<file path="config.mk">
export PLATFORM = sky130hd
export DESIGN_NAME = avalon_mem_arbiter
export DESIGN_NICKNAME = d
export VERILOG_FILES = /design/src/rtl/avalon_arb_pkg.sv /design/src/rtl/avalon_mem_arbiter_rr_arb2.sv /design/src/rtl/avalon_mem_arbiter.sv
export SDC_FILE = /design/constraint.sdc
export NUM_CORES = 1
export LEC_CHECK = 0
export BUFFER_PORTS_ARGS = -buffer_cell sky130_fd_sc_hd__buf_2
export CAP_MARGIN = 10
export CORE_AREA = 2 2 108 110
export CTS_CLUSTER_SIZE = 20
export DETAILED_ROUTE_END_ITERATION = 7
export DIE_AREA = 0 0 110 112
export SETUP_SLACK_MARGIN = 0.2
export SLEW_MARGIN = 25
export SYNTH_ARGS = -nofsm -noshare
export SYNTH_HDL_FRONTEND = slang
export SYNTH_SLANG_ARGS = --single-unit
export TNS_END_PERCENT = 5
</file>
<file path="constraint.sdc">
create_clock -name clk -period 2.1 [get_ports clk]
set_input_delay 0.21 -clock clk [delete_from_list [all_inputs] [get_ports clk]]
set_output_delay 0.21 -clock clk [all_outputs]
set_load 0.01 [all_outputs]
</file>
<file path="src/rtl/avalon_arb_pkg.sv">
// Shared types and default widths for the two-master Avalon RAM arbiter.
package avalon_arb_pkg;

    localparam int unsigned ADDR_W_DEF = 32;
    localparam int unsigned DATA_W_DEF = 32;

    // IDLE: nobody owns the RAM; GNT_I: fetch master owns it; GNT_D: data master owns it.
    typedef enum logic [1:0] {
        IDLE  = 2'd0,
        GNT_I = 2'd1,
        GNT_D = 2'd2
    } arb_state_t;

endpackage

</file>
<file path="src/rtl/avalon_mem_arbiter_rr_arb2.sv">
// Two-way round-robin pick: with both masters requesting, the one not served last wins.
module rr_arb2 (
    input  logic req_i,
    input  logic req_d,
    input  logic last_d,
    output logic pick_i,
    output logic pick_d
);

    // Combinational pick; at most one of pick_i/pick_d is ever high.
    always_comb begin
        pick_d = req_d & (~req_i | ~last_d);
        pick_i = req_i & (~req_d | last_d);
    end

endmodule

</file>
<file path="src/rtl/avalon_mem_arbiter.sv">
// Arbiter sharing one Avalon-MM RAM port between the CPU fetch and data masters.
// A grant is held for exactly one complete transfer and may hand over without an idle bubble.
module avalon_mem_arbiter
    import avalon_arb_pkg::*;
#(
    parameter int unsigned ADDR_W = ADDR_W_DEF,
    parameter int unsigned DATA_W = DATA_W_DEF
) (
    input  logic                clk,
    input  logic                reset,
    // fetch master
    input  logic [ADDR_W-1:0]   i_address,
    input  logic                i_read,
    output logic [DATA_W-1:0]   i_readdata,
    output logic                i_waitrequest,
    // data master
    input  logic [ADDR_W-1:0]   d_address,
    input  logic                d_read,
    input  logic                d_write,
    input  logic [DATA_W-1:0]   d_writedata,
    input  logic [DATA_W/8-1:0] d_byteenable,
    output logic [DATA_W-1:0]   d_readdata,
    output logic                d_waitrequest,
    // RAM side
    output logic [ADDR_W-1:0]   address,
    output logic                read,
    output logic                write,
    output logic [DATA_W-1:0]   writedata,
    output logic [DATA_W/8-1:0] byteenable,
    input  logic [DATA_W-1:0]   readdata,
    input  logic                waitrequest,
    // debug
    output logic                grant_i,
    output logic                grant_d
);

    arb_state_t state_q, state_d;
    logic       last_d_q, last_d_d;
    logic       req_i, req_d;
    logic       pick_i, pick_d;
    logic       done_i, done_d;

    assign req_i = i_read;
    assign req_d = d_read | d_write;

    rr_arb2 u_rr_arb2 (
        .req_i  (req_i),
        .req_d  (req_d),
        .last_d (last_d_q),
        .pick_i (pick_i),
        .pick_d (pick_d)
    );

    // A transfer completes when the owner is still requesting and the RAM does not stall.
    always_comb begin
        done_i = (state_q == GNT_I) && i_read && !waitrequest;
        done_d = (state_q == GNT_D) && req_d  && !waitrequest;
    end

    // Next grant and last-served master; the finishing master never re-wins on its own completion.
    always_comb begin
        state_d  = state_q;
        last_d_d = last_d_q;
        unique case (state_q)
            IDLE: begin
                if (pick_d)      state_d = GNT_D;
                else if (pick_i) state_d = GNT_I;
            end
            GNT_I: begin
                if (!i_read) begin
                    state_d = IDLE;
                end else if (done_i) begin
                    last_d_d = 1'b0;
                    state_d  = req_d ? GNT_D : IDLE;
                end
            end
            GNT_D: begin
                if (!req_d) begin
                    state_d = IDLE;
                end else if (done_d) begin
                    last_d_d = 1'b1;
                    state_d  = req_i ? GNT_I : IDLE;
                end
            end
            default: state_d = IDLE;
        endcase
    end

    // State and fairness registers with synchronous reset; a mid-transfer reset simply drops the grant.
    // NOTE: flops use non-blocking assignments so every register samples pre-edge values.
    always_ff @(posedge clk) begin
        if (reset) begin
            state_q  <= IDLE;
            last_d_q <= 1'b0;
        end else begin
            state_q  <= state_d;
            last_d_q <= last_d_d;
        end
    end

    assign grant_i    = (state_q == GNT_I);
    assign grant_d    = (state_q == GNT_D);
    assign i_readdata = readdata;
    assign d_readdata = readdata;

    // Route the owner's request to the RAM and its stall back; everyone else sees a stall.
    // NOTE: every output gets a default before the case so no latch can be inferred.
    always_comb begin
        address       = '0;
        read          = 1'b0;
        write         = 1'b0;
        writedata     = '0;
        byteenable    = '0;
        i_waitrequest = 1'b1;
        d_waitrequest = 1'b1;
        unique case (state_q)
            GNT_I: begin
                address       = i_address;
                read          = i_read;
                byteenable    = '1;
                i_waitrequest = waitrequest;
            end
            GNT_D: begin
                address       = d_address;
                read          = d_read;
                write         = d_write;
                writedata     = d_writedata;
                byteenable    = d_byteenable;
                d_waitrequest = waitrequest;
            end
            default: ;
        endcase
    end

endmodule

</file>
==> flow_summary.ini, run 1 <==
[finish]
layout_commonest_cell = buf_2
drive_above_1_share = 0.591
area_growth_pct = 44.1
final_area_um2 = 2220
mostFrequentLayoutCells = 179 x buf_2, 37 x nor2b_1, 33 x and2_1
num_antenna_cells = 0
nNetsFinal = 471
utilization = 0.199

[global_route]
grt_pass1_wl_um = 8380
grt.total_usage = 0.0872
grt_start_max_net_pins = 77
overflow = 0
grt_pass1_vias = 1691
antenna_found_initial = 0

[place]
post_dp_cell_area_um2 = 2120
port_buffers = 179
dp_hpwl_um = 5030
finalWeightedCongestion = 0.792

[power_and_ir_drop]
powerDensity_nw_per_um2 = 628
p_sw_mw = 0.594
power_frac_seq = 0.056
power_frac_comb = 0.726
leakagePower_nw = 1.17
power.total_mw = 1.40
max-vdd-ir-drop_mv = 0.334
p_sw_frac = 0.426
clockPowerShare = 0.218
internal_power_mw = 0.802

[drt]
wl_um = 6280
drt.antenna.violating_nets = 0
viasPerCell = 3.99
post_drt_wl_per_cell_um = 13.3
detail_route.first_pass.iterations = 4
drc = 0
drtIter0Drc = 50
vias = 1881

[clock_tree]
insertion_delay_ns = 0.22
postCtsHoldBufs = 0
cts_resized = 0
cts_sinks = 3
cts_buffer_depth = 2
post-cts-setup-buffers = 0
numCtsBuffers = 3
cts_tree = done
cts_root_buf = clkbuf_16
clk_pin_slew_ns = 0.03
cts.htree.levels = 1

[worst_setup_path]
critPathArrivalTime_ns = 1.56
cp-end-kind = primary output
cp.required_ns = 1.89
startpoint_type = flip-flop
worstPathMaxFanout = 24
worstSetupPathType = reg -> out

[timing]
slew_headroom = 0.813
min_period_ns = 1.77
slew_viol_final = 0
fmax_mhz = 564
hold_viol = 0
tns_ns = 0
finClkSkew_ns = 0.00243
worstMarginPinSlew_ns = 0.281
post-route-period-util = 0.844
rsz0062_at_grt = true
setup_viol = 0

[die]
die_h_um = 112
io_pins = 276
die_x_um = 110
row_count = 39
start_util = 0.138
die_area_um2 = 12300
core-area_um2 = 11200

[synthesis]
synth-main-ff-cell = dfxtp_1
yosys_warnings = 0
synth_edf_count = 0
synth_cells = 218
synth_nets = 360
async_reset_ff_frac = 0
synth_seq_cells = 3
ys_types = 27
syn-mean-instance-area_um2 = 7.08
synth_top_cell_area_share = 0.311
yosysSeqAreaShare = 0.0389
yosys.area.top_type = buf_4
syn-cell-area_um2 = 1540
synth.top_cells.by_area = buf_4 31%, a22oi_1 16%, nor2b_1 15%

[flow_run]
maxCapViolations = 0

[status]
outcome = finished, final reports clean

[hold_path]
hp-class = in -> reg
==> power by group through the flow <==
stage	sequential, mW	clock, mW	combinational, mW
finish	0.0776	0.305	1.01
floorplan	0.0757	0	0.714
global placement	0.0777	0	0.993
detailed placement	0.0788	0	0.993
global route	0.0797	0.313	1.12
CTS	0.0776	0.309	0.998
==> metal layers <==
layer	routed length, um	vias up	global-route usage
met5	0	-	0
met4	204	0	0.0397
met3	667	31	0.0117
met2	3240	122	0.171
met1	2160	837	0.0880
li1	-	891	-
==> cell usage after synthesis, types with 3 or more instances <==
cell	instances
ha_1	4
nand2b_1	3
nor2b_1	37
buf_4	64
dfxtp_1	3
clkbuf_1	12
a22oi_1	32
a21oi_1	6
and2_1	33
==> cell families (layout without fill, tap and decap cells) <==
kind of cell,Yosys count,count (layout),synth area share
DFF,3,3,0.0389
AOI/OAI and AO/OA,46,46,0.218
muxes,2,2,0.0130
adders and majority gates,4,4,0.0324
and+or+nand+nor,82,82,0.334
buffers and inverters,81,191,0.363
==> final timing paths <==
| path | slack, ns | endpoint | cells past startpoint | startpoint |
|---|---|---|---|---|
| setup reg to reg | 0.49 | state_q[0] | 5 | state_q[0] |
| hold / removal | 0.29 | last_d_q | 3 | reset |
| hold reg to reg | 0.51 | last_d_q | 1 | last_d_q |
| setup / recovery | 0.33 | address[20] | 5 | state_q[1] |
==> critical path, cell delays in order, from the launching register on <==
cell,delay [ns]
dfxtp_1,0.37
inv_1,0.08
ha_1,0.30
buf_4,0.24
nor2b_1,0.19
buf_2,0.15
==> final cells by class <==
| cell class | count | area [um2] |
|---|---|---|
| Fill cell | 1273 | 8950 |
| Inverter | 2 | 7.51 |
| Timing Repair Buffer | 185 | 971 |
| Multi-Input combinational cell | 134 | 927 |
| Tap cell | 143 | 179 |
| Sequential cell | 3 | 60.1 |
| Clock buffer | 4 | 78.8 |
==> per-stage QoR <==
step                hold slack [ns]  setup slack, ns  cells
global placement              0.420            0.491    466
global route                  0.316            0.184    471
detailed placement            0.420            0.488    466
floorplan                     0.365            0.495    218
CTS                           0.290            0.260    470
finish                        0.286            0.328    471
==> registers in the layout (all words and copies together) (netlist names) <==
register  count
state_q       2
last_d_q      1
No activity file was read; power rests on OpenSTA's default activity.
==> run 2: changes to the inputs <==
CORE_AREA = 2 2 106 108   (was 2 2 108 110)
DIE_AREA = 0 0 108 110   (was 0 0 110 112)
clock period = 1.5 ns   (was 2.1 ns; I/O delays follow)
==> run 2 against run 1 <==
The flow now finishes with violations (negative setup slack). Global-route usage increased by 0.20 points. Critical path depth increased by 1. Clock-buffer cell count unchanged. Via count decreased by 0.43%. Sequential power increased by 61%. Combinational power increased by 120%. Critical path type unchanged. Non-clock buffer count increased by 12. Highest routed layer unchanged. Routed wire length increased by 5.5%.
==> flow_summary.ini, run 2 (synthesis results as in run 1) <==
[finish]
mostFrequentLayoutCells = 164 x buf_2, 33 x and2_1, 24 x a22oi_1
layout_commonest_cell = buf_2
largest_reg_flops = 2
reg_top3 = state_q x2, last_d_q x1
num_antenna_cells = 0
area_growth_pct = 77.9
nNetsFinal = 483
drive_above_1_share = 0.715
utilization = 0.256
largest-register = state_q
final_area_um2 = 2740

[die]
die_area_um2 = 11900
row_count = 38
die_h_um = 110
core-area_um2 = 10700
start_util = 0.144
die_x_um = 108
io_pins = 276

[global_route]
grt_pass1_vias = 1639
antenna_found_initial = 0
grt_pass1_wl_um = 8160
grt.total_usage = 0.0892
grt_start_max_net_pins = 34
overflow = 0

[worst_setup_path]
cp-end-kind = primary output
cp.required_ns = 1.35
worstPathMaxFanout = 24
critPathSlowestCell = dfxtp_4
crit_path_cell_trace = inv_6 > ha_4 > buf_12 > a22oi_1 > nor2b_4 > buf_2
worstSetupPathType = reg -> out
max_stage_delay_ns = 0.38
startpoint_type = flip-flop
critPathArrivalTime_ns = 1.47

[drt]
wl_met3_um = 495
drc = 0
wl_um = 6620
vias = 1873
detail_route.first_pass.iterations = 4
drtIter0Drc = 107
viasPerCell = 3.90
met1_length_um = 2580
post_drt_wl_per_cell_um = 13.8
topRoutingLayerUsed = met4
drt.antenna.violating_nets = 0
wl_met2_um = 3460

[clock_tree]
cts_sinks = 3
cts.htree.levels = 1
numCtsBuffers = 3
clk_pin_slew_ns = 0.03
cts_buffer_depth = 2
cts_tree = done
cts_root_buf = clkbuf_8
postCtsHoldBufs = 0
insertion_delay_ns = 0.22

[timing]
fmax_mhz = 615
slew_headroom = 0.792
post-route-period-util = 1.08
finClkSkew_ns = 0.00428
hold_ws_ns = 0.272
slew_viol_final = 0
tns_ns = -4.19
setup_viol = 64
rsz0062_at_grt = true
hold_viol = 0
layout_setup_ws_ns = -0.125
min_period_ns = 1.62
worstMarginPinSlew_ns = 0.312

[power_and_ir_drop]
powerDensity_nw_per_um2 = 948
max-vdd-ir-drop_mv = 0.266
power.total_mw = 2.60
leakagePower_nw = 1.34

[status]
outcome = finished, violations left
violations = negative setup slack

[place]
port_buffers = 179
post_dp_cell_area_um2 = 2180
dp_hpwl_um = 4570
finalWeightedCongestion = 0.674

[flow_run]
maxCapViolations = 0

[hold_path]
hp-class = in -> reg
## run 2: final timing paths
kind	start	to	slack (ns)	cells after the start
max	state_q[0]	address[7]	-0.12	6
min	reset	last_d_q	0.27	3
max reg2reg	state_q[1]	state_q[0]	-0.02	5
min reg2reg	last_d_q	last_d_q	0.53	1
## run 2: per-layer routing
metal  up-vias  track usage
met5         -            0
met4         0       0.0321
met3        17       0.0188
met2        67        0.151
met1       867        0.112
li1        922            -
## run 2: area by class of cell
type                    instances  area [um2]
well taps                     140         175
multi-input cells             134        1150
repair buffers                197        1290
flip-flops and latches          3        67.6
clock buffers                   4        45.0
fillers                      1160        7950
inverters                       2        15.0
## run 2: what timing repair did
| action | CTS | global route |
|---|---|---|
| pin swaps | 1 | 1 |
| setup endpoints to repair | 77 | 77 |
| gates resized for setup | 9 | 61 |
| setup buffers | 4 | 4 |
| gates cloned | 0 | 4 |
| endpoints found under the hold margin | 0 | 0 |
## run 2: per-stage QoR
stage / cells / setup WS, ns
floorplan: 218 / 0.0859
global placement: 464 / 0.0480
detailed placement: 464 / 0.0139
CTS: 472 / -0.0928
global route: 480 / -0.179
finish: 480 / -0.125
## run 2: power breakdown
group	switching [mW]	total, mW	internal [mW]
combinational	0.973	2.24	1.27
sequential	0.0254	0.125	0.100
clock	0.0548	0.236	0.181
## run 2: worst max-delay path: cells and delay by family (launching register included)
| kind | cells | cell delay [ns] |
|---|---|---|
| adders and majority gates | 1 | 0.17 |
| and+or+nand+nor | 1 | 0.06 |
| buffers and inverters | 3 | 0.35 |
| AOI/OAI and AO/OA | 1 | 0.29 |
| DFF | 1 | 0.38 |
==> run 3: changes to the inputs <==
MAX_ROUTING_LAYER = met4   (was unset)
==> run 3 against run 2 <==
The run still ends with negative setup slack left. Total power shrank 0.30%. Clock-buffer cell count unchanged. Clock power barely moved. Worst setup slack gained 0.0024 ns. Combinational power barely moved. Maximum frequency up 0.15%. Global-route usage is 0.24 points higher. Sequential share of layout area about the same. Die area stayed put. Critical endpoint is now address[5]. Largest cell class unchanged.
==> flow_summary.ini, run 3 (synthesis results as in run 1) <==
[status]
outcome = finished, violations left
violations = negative setup slack

[die]
die_area_um2 = 11900
die_x_um = 108
row_count = 38
io_pins = 276
die_h_um = 110
core-area_um2 = 10700
start_util = 0.144

[worst_setup_path]
critPathSlowestCell = dfxtp_4
worstSetupPathType = reg -> out
worstPathMaxFanout = 24
cp.required_ns = 1.35
startpoint_type = flip-flop
max_stage_delay_ns = 0.38
crit_path_cell_trace = inv_6 > ha_4 > buf_12 > a22oi_1 > nor2b_4 > buf_6
cp-end-kind = primary output
critPathArrivalTime_ns = 1.47

[power_and_ir_drop]
max-vdd-ir-drop_mv = 0.264
clockPowerShare = 0.091
power_frac_comb = 0.861
p_sw_mw = 1.05
p_sw_frac = 0.404
power_frac_seq = 0.048
powerDensity_nw_per_um2 = 947
leakagePower_nw = 1.34
internal_power_mw = 1.54

[clock_tree]
numCtsBuffers = 3
postCtsHoldBufs = 0
cts.htree.levels = 1
clk_pin_slew_ns = 0.03
insertion_delay_ns = 0.22
cts_tree = done
cts_root_buf = clkbuf_8
cts_buffer_depth = 2
cts_sinks = 3

[finish]
num_antenna_cells = 0
layout_commonest_cell = buf_2
utilization = 0.256
nNetsFinal = 483
area_growth_pct = 77.5
nFillCells = 1162
final_area_um2 = 2740
largest_reg_flops = 2
reg_top3 = state_q x2, last_d_q x1
drive_above_1_share = 0.715
mostFrequentLayoutCells = 165 x buf_2, 33 x and2_1, 24 x a22oi_1
largest-register = state_q

[drt]
vias = 1877
detail_route.first_pass.iterations = 4
drtIter0Drc = 103
post_drt_wl_per_cell_um = 13.7
wl_um = 6590
viasPerCell = 3.91
drt.antenna.violating_nets = 0
drc = 0

[timing]
hold_ws_ns = 0.272
worstMarginPinSlew_ns = 0.313
min_period_ns = 1.62
slew_headroom = 0.791
tns_ns = -4.18
slew_viol_final = 0
finClkSkew_ns = 0.00428
setup_viol = 64
layout_setup_ws_ns = -0.122
rsz0062_at_grt = true
post-route-period-util = 1.08
fmax_mhz = 616
hold_viol = 0

[place]
finalWeightedCongestion = 0.681
dp_hpwl_um = 4570
post_dp_cell_area_um2 = 2180
pre_cts_ws_ns = 0.0139
port_buffers = 179

[global_route]
antenna_found_initial = 0
overflow = 0
grt_start_max_net_pins = 34
grt.total_usage = 0.0916
grt_pass1_vias = 1640
grt_pass1_wl_um = 8160

[flow_run]
maxCapViolations = 0

[hold_path]
hp-class = in -> reg
[run 3: changes by cell type in the layout (fill, tap and decap cells not counted)]
| cell | before | now |
|---|---|---|
| buf_2 | 164 | 165 |
| buf_6 | 19 | 18 |
[run 3: path summary, 6_finish.rpt]
kind / start / endpoint / slack, ns / cells after the start
worst max-delay path: state_q[0] / address[5] / -0.12 / 6
worst min-delay path: reset / last_d_q / 0.27 / 3
worst min register to register: last_d_q / last_d_q / 0.53 / 1
worst max register to register: state_q[1] / state_q[0] / -0.02 / 5
[run 3: power by group through the flow]
stage          combinational (mW)  sequential, mW  clock, mW
6_report                     2.23           0.125      0.236
5_1_grt                      2.41           0.128      0.244
4_1_cts                      1.65           0.117      0.242
3_5_place_dp                 1.45           0.113          0
3_3_place_gp                 1.42           0.112          0
2_1_floorplan                1.03           0.110          0
[run 3: through the flow]
| step | power, mW | std cells |
|---|---|---|
| CTS | 2.01 | 472 |
| detailed placement | 1.56 | 464 |
| floorplan | 1.14 | 218 |
| finish | 2.59 | 480 |
| global route | 2.78 | 480 |
| global placement | 1.53 | 464 |
[run 3: metal layers]
metal,up-vias,GRT usage,part of all wire
li1,922,-,-
met1,866,0.111,0.39
met2,72,0.152,0.53
met3,17,0.0188,0.073
met4,0,0.0321,0.013
met5,-,-,0
[run 3: cell type report]
cell class	instances	area, um2	area share
Clock buffer	4	45.0	0.0165
Sequential cell	3	67.6	0.0247
Inverter	2	15.0	0.00548
Timing Repair Buffer	197	1290	0.470
Multi-Input combinational cell	134	1150	0.420
Tap cell	140	175	0.0640
[run 3: worst max-delay path, delay by kind of cell, from the launching register on]
| family | cells | cell delay, ns |
|---|---|---|
| AO/OA/AOI/OAI | 1 | 0.30 |
| adder cells (fa/ha/maj) | 1 | 0.17 |
| buffers and inverters | 3 | 0.34 |
| flip-flops | 1 | 0.38 |
| AND/OR/NAND/NOR | 1 | 0.07 |
[run 3: what timing repair did]
| item | in CTS | in global routing |
|---|---|---|
| pin swaps | 1 | 1 |
| setup endpoints to repair | 77 | 77 |
| buffers inserted | 4 | 4 |
| gates resized for setup | 9 | 60 |
| cloned | 0 | 4 |
